`config.mk`:
```
export PLATFORM = sky130hd
export DESIGN_NAME = mux16_rr_sched
export DESIGN_NICKNAME = d
export VERILOG_FILES = /design/src/rtl/mux16_pkg.sv /design/src/rtl/mux16_mux16.sv /design/src/rtl/mux16_rr_sched.sv
export SDC_FILE = /design/constraint.sdc
export NUM_CORES = 1
export LEC_CHECK = 0
export CAP_MARGIN = 20
export CELL_PAD_IN_SITES_DETAIL_PLACEMENT = 1
export CELL_PAD_IN_SITES_GLOBAL_PLACEMENT = 1
export CORE_UTILIZATION = 35
export CTS_CLUSTER_DIAMETER = 120
export DETAILED_ROUTE_END_ITERATION = 8
export PLACE_DENSITY = 0.77
export SYNTH_ARGS = -nofsm -noshare
export SYNTH_HDL_FRONTEND = slang
export SYNTH_SLANG_ARGS = --single-unit
```
`constraint.sdc`:
```
create_clock -name clk -period 8.9 [get_ports clk]
set_input_delay 2.225 -clock clk [delete_from_list [all_inputs] [get_ports clk]]
set_output_delay 2.225 -clock clk [all_outputs]
set_load 0.01 [all_outputs]
```
`src/rtl/mux16_pkg.sv`:
```
// Shared definitions for the 16-requester round-robin mux scheduler:
// FSM encoding, sizes and the cyclic priority search.
package mux16_pkg;

  localparam int N_REQ = 16;
  localparam int SEL_W = 4;

  typedef enum logic {
    IDLE  = 1'b0,
    SERVE = 1'b1
  } state_t;

  typedef struct packed {
    logic             found;
    logic [SEL_W-1:0] idx;
  } pick_t;

  // Lowest offset from ptr wins; scanning high-to-low lets the nearest hit overwrite.
  function automatic pick_t rr_pick(input logic [N_REQ-1:0] req,
                                    input logic [SEL_W-1:0] ptr);
    pick_t            p;
    logic [SEL_W-1:0] i;
    p.found = 1'b0;
    p.idx   = '0;
    for (int k = N_REQ - 1; k >= 0; k--) begin
      i = ptr + SEL_W'(k);
      if (req[i]) begin
        p.found = 1'b1;
        p.idx   = i;
      end
    end
    return p;
  endfunction

endpackage

```
`src/rtl/mux16_mux16.sv`:
```
// Combinational 16:1 single-bit multiplexer; {s3,s2,s1,s0} picks d<n>.
module mux16 (
  output logic op,
  input  logic s3,
  input  logic s2,
  input  logic s1,
  input  logic s0,
  input  logic d15,
  input  logic d14,
  input  logic d13,
  input  logic d12,
  input  logic d11,
  input  logic d10,
  input  logic d9,
  input  logic d8,
  input  logic d7,
  input  logic d6,
  input  logic d5,
  input  logic d4,
  input  logic d3,
  input  logic d2,
  input  logic d1,
  input  logic d0
);

  logic [15:0] dv;

  assign dv = {d15, d14, d13, d12, d11, d10, d9, d8,
               d7, d6, d5, d4, d3, d2, d1, d0};
  assign op = dv[{s3, s2, s1, s0}];

endmodule

```
`src/rtl/mux16_rr_sched.sv`:
```
// Round-robin scheduler owning the mux16 select lines: grants one requester
// for up to BURST transfers and registers the selected bit into op/valid.
module mux16_rr_sched
  import mux16_pkg::*;
#(
  parameter int BURST = 4
) (
  input  logic             clk,
  input  logic             rst,
  input  logic [N_REQ-1:0] req,
  input  logic [N_REQ-1:0] d,
  output logic [N_REQ-1:0] gnt,
  output logic             s3,
  output logic             s2,
  output logic             s1,
  output logic             s0,
  output logic             op,
  output logic             valid,
  output logic             busy,
  output state_t           fsm_state
);

  localparam int CNT_W = ($clog2(BURST + 1) < 1) ? 1 : $clog2(BURST + 1);

  // Handshake: valid is a one-cycle qualifier on op with no back-pressure;
  // op holds its last transferred bit whenever valid is low.

  state_t             state_q, state_d;
  logic [SEL_W-1:0]   sel_q, sel_d;
  logic [SEL_W-1:0]   ptr_q, ptr_d;
  logic [CNT_W-1:0]   cnt_q, cnt_d;
  logic               drain_q, drain_d;
  logic               op_q, op_d;
  logic               valid_q, valid_d;
  logic               mux_out;
  logic               rearb;
  pick_t              pick;

  mux16 u_mux (
    .op  (mux_out),
    .s3  (sel_q[3]), .s2 (sel_q[2]), .s1 (sel_q[1]), .s0 (sel_q[0]),
    .d15 (d[15]), .d14 (d[14]), .d13 (d[13]), .d12 (d[12]),
    .d11 (d[11]), .d10 (d[10]), .d9  (d[9]),  .d8  (d[8]),
    .d7  (d[7]),  .d6  (d[6]),  .d5  (d[5]),  .d4  (d[4]),
    .d3  (d[3]),  .d2  (d[2]),  .d1  (d[1]),  .d0  (d[0])
  );

  always_ff @(posedge clk) begin
    if (rst) begin
      state_q <= IDLE;
      sel_q   <= '0;
      ptr_q   <= '0;
      cnt_q   <= '0;
      drain_q <= 1'b0;
      op_q    <= 1'b0;
      valid_q <= 1'b0;
    end else begin
      state_q <= state_d;
      sel_q   <= sel_d;
      ptr_q   <= ptr_d;
      cnt_q   <= cnt_d;
      drain_q <= drain_d;
      op_q    <= op_d;
      valid_q <= valid_d;
    end
  end

  // drain marks that the last burst transfer is done; the following edge is
  // the arbitration edge, giving one valid-low cycle at every grant switch.
  always_comb begin
    state_d = state_q;
    sel_d   = sel_q;
    ptr_d   = ptr_q;
    cnt_d   = cnt_q;
    drain_d = drain_q;
    op_d    = op_q;
    valid_d = 1'b0;
    rearb   = 1'b0;
    pick    = rr_pick(req, ptr_q);

    case (state_q)
      IDLE: rearb = 1'b1;
      SERVE: begin
        if (drain_q || !req[sel_q]) begin
          rearb = 1'b1;
        end else begin
          op_d    = mux_out;
          valid_d = 1'b1;
          if (cnt_q == '0) drain_d = 1'b1;
          else             cnt_d   = cnt_q - 1'b1;
        end
      end
      default: rearb = 1'b1;
    endcase

    if (rearb) begin
      drain_d = 1'b0;
      if (pick.found) begin
        state_d = SERVE;
        sel_d   = pick.idx;
        ptr_d   = pick.idx + 1'b1;
        cnt_d   = CNT_W'(BURST - 1);
      end else begin
        state_d = IDLE;
      end
    end
  end

  assign gnt       = (state_q == SERVE) ? (N_REQ'(1) << sel_q) : '0;
  assign {s3, s2, s1, s0} = sel_q;
  assign op        = op_q;
  assign valid     = valid_q;
  assign busy      = (state_q == SERVE);
  assign fsm_state = state_q;

endmodule

```
==> results of run 1 <==
cells by family (layout without fill, tap and decap cells):
logic type,count (synthesis),count (layout)
AO/OA/AOI/OAI,82,82
buffers and inverters,32,76
AND/OR/NAND/NOR,120,120
XOR/XNOR,16,16
adder cells (fa/ha/maj),10,10
multiplexers,85,85
flip-flops,15,15
report_power, final:
group	internal (mW)	switching, mW	total, mW
combinational	0.553	0.779	1.33
clock	0.0310	0.0255	0.0565
sequential	0.0860	0.0310	0.117
worst max-delay path, delay by kind of cell:
kind / cells / cell delay (ns)
AOI/OAI and AO/OA: 4 / 0.99
xor gates and xnor gates: 1 / 0.15
adders and majority gates: 1 / 0.19
buffers and inverters: 1 / 0.56
muxes: 3 / 1.46
and+or+nand+nor: 3 / 0.56
final cells by class:
type / count / share of cell area
repair buffers: 61 / 0.152
flip-flops and latches: 15 / 0.0758
clock inverters: 1 / 0.00126
well taps: 111 / 0.0350
inverters: 11 / 0.0104
multi-input cells: 313 / 0.716
clock buffers: 3 / 0.0104
registers in the layout, summed over array words and instances, names as in the netlist:
name / flops
busy: 1
cnt_q: 3
drain_q: 1
op: 1
ptr_q: 4
sel_q: 4
valid: 1
worst max path at each step:
stage,end,slack (ns),startpoint,depth (start not counted)
floorplan,ptr_q[2]$_SDFFE_PP0P_,4.00,req[3],11
global placement,ptr_q[2]$_SDFFE_PP0P_,2.88,req[0],13
detailed placement,ptr_q[2]$_SDFFE_PP0P_,2.87,req[11],13
CTS,ptr_q[2]$_SDFFE_PP0P_,3.08,req[11],13
global route,ptr_q[2]$_SDFFE_PP0P_,2.81,req[11],13
finish,ptr_q[2]$_SDFFE_PP0P_,2.95,req[11],13
metrics by stage:
| stage | cells | total power, mW |
|---|---|---|
| finish | 515 | 1.51 |
| global route | 515 | 1.62 |
| CTS | 515 | 1.49 |
| detailed placement | 511 | 1.42 |
| global placement | 511 | 1.39 |
| floorplan | 360 | 1.09 |
cell usage in the layout (no fill, tap or decap), types with 3 or more instances in the layout:
cell	synthesis	routed
sky130_fd_sc_hd__clkdlybuf4s50_1	0	57
sky130_fd_sc_hd__nor2_1	41	41
sky130_fd_sc_hd__nand2_1	32	32
sky130_fd_sc_hd__mux4_2	30	30
sky130_fd_sc_hd__mux2i_1	29	29
sky130_fd_sc_hd__a21oi_1	17	17
sky130_fd_sc_hd__dfxtp_1	15	15
sky130_fd_sc_hd__mux2_2	12	12
sky130_fd_sc_hd__ha_1	10	10
sky130_fd_sc_hd__mux4_1	9	9
sky130_fd_sc_hd__nand3_1	9	9
sky130_fd_sc_hd__o21ai_0	9	9
sky130_fd_sc_hd__inv_1	8	8
sky130_fd_sc_hd__xor2_1	8	8
sky130_fd_sc_hd__nor3_1	8	8
sky130_fd_sc_hd__xnor2_1	7	7
sky130_fd_sc_hd__a211oi_1	7	7
sky130_fd_sc_hd__nor2b_1	7	7
sky130_fd_sc_hd__o211ai_1	6	6
sky130_fd_sc_hd__a21o_1	5	5
sky130_fd_sc_hd__nand2b_1	5	5
sky130_fd_sc_hd__a31oi_1	5	5
sky130_fd_sc_hd__a221oi_1	4	4
sky130_fd_sc_hd__buf_4	2	4
sky130_fd_sc_hd__mux2_4	3	3
sky130_fd_sc_hd__and2_1	3	3
sky130_fd_sc_hd__o22ai_1	3	3
sky130_fd_sc_hd__and3_1	3	3
sky130_fd_sc_hd__clkbuf_8	0	3
routing by layer:
layer	track usage	part of all wire
met3	0.0277	0.061
met4	0.0713	0.023
met5	0	0
met1	0.314	0.43
met2	0.401	0.49
==> report_table.html, run 1 <==
<table>
<tr><th>Metric</th><th>Value</th></tr>
<tr><th colspan="2">Synth</th></tr>
<tr><td>Number of synthesized flops with an enable pin</td><td>0</td></tr>
<tr><td>Top cells by count, synth</td><td>sky130_fd_sc_hd__nor2_1 (41), sky130_fd_sc_hd__nand2_1 (32), sky130_fd_sc_hd__mux4_2 (30)</td></tr>
<tr><td>Async SR Flop Fraction</td><td>0</td></tr>
<tr><td>Gate count of the mapped netlist</td><td>360</td></tr>
<tr><td>Synth Area in Compound Gates</td><td>0.175</td></tr>
<tr><td>Sequential area share after synthesis</td><td>0.0911</td></tr>
<tr><td>Main combinational cell family by area after synthesis</td><td>multiplexers</td></tr>
<tr><td>Mux contribution to synthesized area</td><td>0.427</td></tr>
<tr><td>Syn Std Cell Area</td><td>roughly 0.0033 sq mm</td></tr>
<tr><td>Mean post-synth cell area</td><td>~9 sq um</td></tr>
<tr><td>Area share of xor/xnor cells in the synthesized design</td><td>0.0448</td></tr>
<tr><td>Area leader, netlist</td><td>sky130_fd_sc_hd__mux4_2</td></tr>
<tr><td>Most instantiated library cell after synthesis</td><td>sky130_fd_sc_hd__nor2_1</td></tr>
<tr><td>Post-synthesis net count</td><td>a little over 400</td></tr>
<tr><td>Number of register bits inferred by synthesis</td><td>15</td></tr>
<tr><td>Most instantiated flip-flop cell in the synthesis netlist</td><td>sky130_fd_sc_hd__dfxtp_1</td></tr>
<tr><td>Share of the synthesized area in the top cell type</td><td>0.205</td></tr>
<tr><td>Count of different cell masters after synthesis</td><td>67</td></tr>
<tr><td>Post-synthesis share of cell area spent on full adders, half adders and majority gates</td><td>0.0380</td></tr>
<tr><td>Synthesis Warnings</td><td>0</td></tr>
<tr><td>Main area contributors after synthesis</td><td>sky130_fd_sc_hd__mux4_2 (20%), sky130_fd_sc_hd__dfxtp_1 (9.1%), sky130_fd_sc_hd__mux2i_1 (8.8%)</td></tr>
<tr><td>Basic-gate share of the synthesized area counting and, or, nand and nor cells</td><td>0.176</td></tr>
<tr><th colspan="2">Worst setup path</th></tr>
<tr><td>Register-to-register setup slack</td><td>around 4 ns</td></tr>
<tr><td>Setup crit start kind</td><td>primary input</td></tr>
<tr><td>Worst Path Required</td><td>between 9 and 10 ns</td></tr>
<tr><td>R2R depth</td><td>14</td></tr>
<tr><td>CP Data Arrival Time</td><td>roughly 6.1 ns</td></tr>
<tr><td>Worst-path cell chain</td><td>clkdlybuf4s50_1 -&gt; mux4_1 -&gt; mux2_2 -&gt; mux2i_1 -&gt; nand2_1 -&gt; o41ai_1 -&gt; a211oi_1 -&gt; o2111ai_1 -&gt; and2_1 -&gt; ha_1 -&gt; xor2_1 -&gt; nand2_1 -&gt; a21oi_1</td></tr>
<tr><td>Max FO, Critical Path</td><td>8</td></tr>
<tr><td>Reg-to-reg endpoint</td><td>ptr_q[2]$_SDFFE_PP0P_</td></tr>
<tr><td>Delay of the slowest cell on the worst path</td><td>about 0.73 ns</td></tr>
<tr><td>Critical path class</td><td>primary input to flip-flop</td></tr>
<tr><td>Worst R2R Start</td><td>ptr_q[0]$_SDFFE_PP0P_</td></tr>
<tr><td>Worst Setup End Kind</td><td>flip-flop</td></tr>
<tr><td>Crit-path most repeated cell</td><td>sky130_fd_sc_hd__nand2_1</td></tr>
<tr><td>CP max-delay cell</td><td>sky130_fd_sc_hd__mux4_1</td></tr>
<tr><th colspan="2">Finish</th></tr>
<tr><td>Antenna Diode Count</td><td>0</td></tr>
<tr><td>Final instance area</td><td>slightly below 0.004 sq mm</td></tr>
<tr><td>Seq. cell area</td><td>~300 sq um</td></tr>
<tr><td>Layout Utilization</td><td>0.431</td></tr>
<tr><td>Multi-input combinational cell area</td><td>~0.0028 sq mm</td></tr>
<tr><td>Total number of nets in the final design</td><td>~450</td></tr>
<tr><td>Area growth from synthesis to layout</td><td>20.2%</td></tr>
<tr><td>Filler cells</td><td>around 1100</td></tr>
<tr><td>Layout cell share with drive strength beyond 1</td><td>0.153</td></tr>
<tr><th colspan="2">Floorplan</th></tr>
<tr><td>Core ar.</td><td>0.00920 sq mm</td></tr>
<tr><td>I/O pins</td><td>58</td></tr>
<tr><td>Initial core utilization</td><td>0.359</td></tr>
<tr><td>Die Outline Area</td><td>approximately 0.0098 sq mm</td></tr>
<tr><td>Die W</td><td>99.1 microns</td></tr>
<tr><td>Die Y</td><td>~99 microns</td></tr>
<tr><td>Count of standard-cell rows</td><td>35</td></tr>
<tr><th colspan="2">Clocking</th></tr>
<tr><td># H-tree levels</td><td>1</td></tr>
<tr><td>Number of clock buffers inserted by TritonCTS</td><td>3</td></tr>
<tr><td>Root buffer selected by CTS</td><td>sky130_fd_sc_hd__clkbuf_8</td></tr>
<tr><td>Hold Buf Count CTS</td><td>0</td></tr>
<tr><td>Clock Pin Slew Worst Setup and Hold Paths</td><td>0.06 ns</td></tr>
<tr><td>Skew-Pair Late Insertion Delay</td><td>roughly 0.25 ns</td></tr>
<tr><td>Post-CTS setup buffer count</td><td>0</td></tr>
<tr><td>CTS Sinks</td><td>15</td></tr>
<tr><td>Resized Gates After CTS</td><td>0</td></tr>
<tr><td>Worst-case clock buffer depth</td><td>2</td></tr>
<tr><td>CTS tree</td><td>built</td></tr>
<tr><th colspan="2">Hold path</th></tr>
<tr><td>Endpoint with the worst hold slack</td><td>cnt_q[0]$_SDFF_PP0_</td></tr>
<tr><td>Kind of path behind the tightest hold check</td><td>flip-flop to flip-flop</td></tr>
<tr><td>Start point of the worst min-delay path</td><td>cnt_q[0]$_SDFF_PP0_</td></tr>
<tr><td>Hold Crit Depth</td><td>1</td></tr>
<tr><th colspan="2">Pwr</th></tr>
<tr><td>PD cells</td><td>380 mW/mm^2</td></tr>
<tr><td>IR Drop Worst-Case VDD</td><td>0.000114 V</td></tr>
<tr><td>Leakage power of the design</td><td>1.50 nW</td></tr>
<tr><th colspan="2">STA</th></tr>
<tr><td>Final setup violating endpoints</td><td>0</td></tr>
<tr><td>Shortest clock period the worst path allows after layout</td><td>roughly 6.0 ns</td></tr>
<tr><td>Setup repair after global routing missed its margin</td><td>no</td></tr>
<tr><td>Transition time at the pin with the least slew margin</td><td>between 0.8 and 0.9 ns</td></tr>
<tr><td>Maximum achievable frequency</td><td>around 170 MHz</td></tr>
<tr><td>Final count of pins violating max slew</td><td>0</td></tr>
<tr><td>Setup clock skew after layout</td><td>~0.0016 ns</td></tr>
<tr><td>Final WS setup</td><td>roughly 2.9 ns</td></tr>
<tr><td>Final Hold Vio Count</td><td>0</td></tr>
<tr><td>Worst slew margin relative to its limit</td><td>0.433</td></tr>
<tr><td>Worst Hold Margin</td><td>around 0.48 ns</td></tr>
<tr><td>Ratio of final minimum period to clock period</td><td>0.669</td></tr>
<tr><td>Setup TNS</td><td>0 ns</td></tr>
<tr><th colspan="2">Drt</th></tr>
<tr><td>Post-detailed-route via-to-cell ratio</td><td>about 6.5</td></tr>
<tr><td>Pre-antenna DRT Iters</td><td>6</td></tr>
<tr><td>Antenna violation net count after detailed routing</td><td>0</td></tr>
<tr><td>Wirelength, routed</td><td>11.3 mm</td></tr>
<tr><td>Drt wl/cell</td><td>21.9 microns</td></tr>
<tr><td>Via count</td><td>~3300</td></tr>
<tr><td>Iteration-0 DRC Markers</td><td>229</td></tr>
<tr><td>Final routed DRC violation total</td><td>0</td></tr>
<tr><th colspan="2">Global routing</th></tr>
<tr><td>Overflow after GRT</td><td>0</td></tr>
<tr><td>Overall global routing resource usage</td><td>0.236</td></tr>
<tr><td>Number of antenna violations at the first check in global routing</td><td>0</td></tr>
<tr><td>Largest net degree at the start of global routing</td><td>33</td></tr>
<tr><td>Number of global-route vias before repair</td><td>roughly 3400</td></tr>
<tr><td>First-pass GRT wire length</td><td>approximately 18 mm</td></tr>
<tr><th colspan="2">Place</th></tr>
<tr><td>HPWL Detailed</td><td>between 8 and 9 mm</td></tr>
<tr><td>Place WS</td><td>between 2 and 3 ns</td></tr>
<tr><td>Placed standard-cell area</td><td>slightly below 0.004 sq mm</td></tr>
<tr><td>Quantity of I/O buffers inserted on ports</td><td>57</td></tr>
<tr><td>Global placer's final weighted congestion</td><td>about 0.9</td></tr>
<tr><th colspan="2">Run status</th></tr>
<tr><td>Result of the run</td><td>finished clean</td></tr>
<tr><th colspan="2">Flow run</th></tr>
<tr><td>Count of maximum capacitance violations</td><td>0</td></tr>
</table>
Note: power is estimated with default switching activity, not from simulation.
==> run 2: changes to the inputs <==
==> constraint.sdc (replaced) <==
create_clock -name clk -period 6 [get_ports clk]
set_input_delay 1.5 -clock clk [delete_from_list [all_inputs] [get_ports clk]]
set_output_delay 1.5 -clock clk [all_outputs]
set_load 0.01 [all_outputs]
==> report_table.html, run 2 (synthesis results as in run 1) <==
<table>
<tr><th>Metric</th><th>Value</th></tr>
<tr><th colspan="2">Run status</th></tr>
<tr><td>Result of the run</td><td>finished clean</td></tr>
<tr><th colspan="2">Place</th></tr>
<tr><td>HPWL Detailed</td><td>8.90 mm</td></tr>
<tr><td>Quantity of I/O buffers inserted on ports</td><td>between 50 and 60</td></tr>
<tr><td>Global placer's final weighted congestion</td><td>around 0.93</td></tr>
<tr><th colspan="2">Finish</th></tr>
<tr><td>Total number of nets in the final design</td><td>450</td></tr>
<tr><td>Most used cells in the layout excluding fill and tap cells</td><td>sky130_fd_sc_hd__clkdlybuf4s50_1 (57), sky130_fd_sc_hd__nor2_1 (41), sky130_fd_sc_hd__nand2_1 (32)</td></tr>
<tr><td>Area growth from synthesis to layout</td><td>20.4%</td></tr>
<tr><td>Biggest registers after layout</td><td>ptr_q x4, sel_q x4, cnt_q x3</td></tr>
<tr><td>Seq. cell area</td><td>between 300 and 400 sq um</td></tr>
<tr><td>Commonest non-fill, non-tap cell in the layout</td><td>sky130_fd_sc_hd__clkdlybuf4s50_1</td></tr>
<tr><td>Antenna Diode Count</td><td>0</td></tr>
<tr><td>Multi-input combinational cell area</td><td>roughly 0.0028 sq mm</td></tr>
<tr><td>Filler cells</td><td>about 1100</td></tr>
<tr><td>Layout cell share with drive strength beyond 1</td><td>0.153</td></tr>
<tr><th colspan="2">Floorplan</th></tr>
<tr><td>Die Y</td><td>99.1 microns</td></tr>
<tr><td>Die Outline Area</td><td>slightly below 0.01 sq mm</td></tr>
<tr><td>Die W</td><td>between 90 and 100 microns</td></tr>
<tr><td>I/O pins</td><td>58</td></tr>
<tr><td>Count of standard-cell rows</td><td>35</td></tr>
<tr><td>Core ar.</td><td>0.00920 sq mm</td></tr>
<tr><td>Initial core utilization</td><td>0.359</td></tr>
<tr><th colspan="2">Worst setup path</th></tr>
<tr><td>Crit path buffers/inverters</td><td>1</td></tr>
<tr><td>Critical path class</td><td>primary input to flip-flop</td></tr>
<tr><td>Max FO, Critical Path</td><td>8</td></tr>
<tr><td>Crit-path most repeated cell</td><td>sky130_fd_sc_hd__nand2_1</td></tr>
<tr><td>CP max-delay cell</td><td>sky130_fd_sc_hd__mux4_1</td></tr>
<tr><td>Worst-path cell chain</td><td>clkdlybuf4s50_1 -&gt; mux4_1 -&gt; mux2_2 -&gt; mux2i_1 -&gt; nand2_1 -&gt; o41ai_1 -&gt; a211oi_1 -&gt; o2111ai_1 -&gt; and2_1 -&gt; ha_1 -&gt; xor2_1 -&gt; nand2_1 -&gt; a21oi_1</td></tr>
<tr><td>Worst Path Required</td><td>a little over 6 ns</td></tr>
<tr><td>Crit-path leading delay family</td><td>multiplexers</td></tr>
<tr><td>Worst Setup End Kind</td><td>flip-flop</td></tr>
<tr><td>CP Data Arrival Time</td><td>5.36 ns</td></tr>
<tr><td>Setup crit start kind</td><td>primary input</td></tr>
<tr><td>Register-to-register setup slack</td><td>between 1.5 and 2 ns</td></tr>
<tr><td>Delay of the slowest cell on the worst path</td><td>between 0.7 and 0.8 ns</td></tr>
<tr><th colspan="2">Clocking</th></tr>
<tr><td>Post-CTS setup buffer count</td><td>0</td></tr>
<tr><td>Number of clock buffers inserted by TritonCTS</td><td>3</td></tr>
<tr><td>Skew-Pair Late Insertion Delay</td><td>between 0.2 and 0.3 ns</td></tr>
<tr><td>Hold Buf Count CTS</td><td>0</td></tr>
<tr><td>CTS Sinks</td><td>15</td></tr>
<tr><td># H-tree levels</td><td>1</td></tr>
<tr><td>Resized Gates After CTS</td><td>0</td></tr>
<tr><td>Root buffer selected by CTS</td><td>sky130_fd_sc_hd__clkbuf_8</td></tr>
<tr><td>Clock Pin Slew Worst Setup and Hold Paths</td><td>around 0.060 ns</td></tr>
<tr><td>CTS tree</td><td>built</td></tr>
<tr><td>Worst-case clock buffer depth</td><td>2</td></tr>
<tr><th colspan="2">Drt</th></tr>
<tr><td>Antenna violation net count after detailed routing</td><td>0</td></tr>
<tr><td>Final routed DRC violation total</td><td>0</td></tr>
<tr><td>Pre-antenna DRT Iters</td><td>5</td></tr>
<tr><td>Iteration-0 DRC Markers</td><td>between 150 and 200</td></tr>
<tr><td>Post-detailed-route via-to-cell ratio</td><td>roughly 6.5</td></tr>
<tr><td>Wirelength, routed</td><td>around 11 mm</td></tr>
<tr><td>Drt wl/cell</td><td>about 22 microns</td></tr>
<tr><td>Via count</td><td>3356</td></tr>
<tr><th colspan="2">STA</th></tr>
<tr><td>Worst slew margin relative to its limit</td><td>0.241</td></tr>
<tr><td>Setup repair after global routing missed its margin</td><td>no</td></tr>
<tr><td>Setup clock skew after layout</td><td>around 0.0032 ns</td></tr>
<tr><td>Ratio of final minimum period to clock period</td><td>0.864</td></tr>
<tr><td>Setup TNS</td><td>0 ns</td></tr>
<tr><td>Maximum achievable frequency</td><td>approximately 190 MHz</td></tr>
<tr><td>Shortest clock period the worst path allows after layout</td><td>between 5 and 6 ns</td></tr>
<tr><td>Final Hold Vio Count</td><td>0</td></tr>
<tr><td>Final count of pins violating max slew</td><td>0</td></tr>
<tr><td>Final setup violating endpoints</td><td>0</td></tr>
<tr><td>Transition time at the pin with the least slew margin</td><td>~1.1 ns</td></tr>
<tr><th colspan="2">Pwr</th></tr>
<tr><td>Final total power</td><td>approximately 2.2 mW</td></tr>
<tr><td>IR Drop Worst-Case VDD</td><td>about 0.00017 V</td></tr>
<tr><td>PD cells</td><td>around 560 mW/mm^2</td></tr>
<tr><td>Leakage power of the design</td><td>around 1.5 nW</td></tr>
<tr><th colspan="2">Flow run</th></tr>
<tr><td>Count of maximum capacitance violations</td><td>0</td></tr>
<tr><th colspan="2">Global routing</th></tr>
<tr><td>Number of global-route vias before repair</td><td>~3400</td></tr>
<tr><td>Overflow after GRT</td><td>0</td></tr>
<tr><td>Number of antenna violations at the first check in global routing</td><td>0</td></tr>
<tr><td>Largest net degree at the start of global routing</td><td>29</td></tr>
<tr><td>Overall global routing resource usage</td><td>0.237</td></tr>
<tr><td>First-pass GRT wire length</td><td>between 15 and 20 mm</td></tr>
<tr><th colspan="2">Hold path</th></tr>
<tr><td>Kind of path behind the tightest hold check</td><td>flip-flop to flip-flop</td></tr>
</table>
run 2: cell types whose count changed in the layout (fill, tap and decap cells not counted), sizes merged:
cell    delta
clkbuf     +1
buf        +1
clkinv     -1
run 2: worst paths after layout:
kind | startpoint | endpoint | depth (start not counted)
max | req[10] | ptr_q[2]$_SDFFE_PP0P_ | 13
min | cnt_q[0]$_SDFF_PP0_ | cnt_q[0]$_SDFF_PP0_ | 1
max reg2reg | ptr_q[0]$_SDFFE_PP0P_ | ptr_q[2]$_SDFFE_PP0P_ | 14
min reg2reg | cnt_q[0]$_SDFF_PP0_ | cnt_q[0]$_SDFF_PP0_ | 1
run 2: per-layer routing:
layer | up-vias | routed length, microns | track usage
met5 | - | 0 | 0
met4 | 0 | 293 | 0.0667
met3 | 21 | 828 | 0.0262
li1 | 1492 | - | -
met1 | 1688 | 4910 | 0.327
met2 | 155 | 5390 | 0.395
run 2: power breakdown:
group | total (mW) | switching [mW] | internal (mW)
registers | 0.182 | 0.0538 | 0.128
logic | 1.97 | 1.15 | 0.821
clock network | 0.0830 | 0.0359 | 0.0471
run 2: area by class of cell:
cell class | instances | share of cell area
multi-input combinational | 313 | 0.714
timing repair buffer | 62 | 0.153
sequential | 15 | 0.0756
tap | 111 | 0.0350
clock buffer | 4 | 0.0113
inverter | 11 | 0.0104
run 2: stage by stage:
stage                     std cells  hold slack (ns)  worst slack [ns]   util  instance area (sq um)
after CTS                       516            0.484             0.919  0.432                   3970
after global routing            516            0.494             0.686  0.432                   3970
after floorplan                 360            0.437              1.72      -                   3300
after detailed placement        512            0.469             0.670  0.427                   3930
after global placement          512            0.456             0.681  0.427                   3930
final                           516            0.486             0.815  0.432                   3970
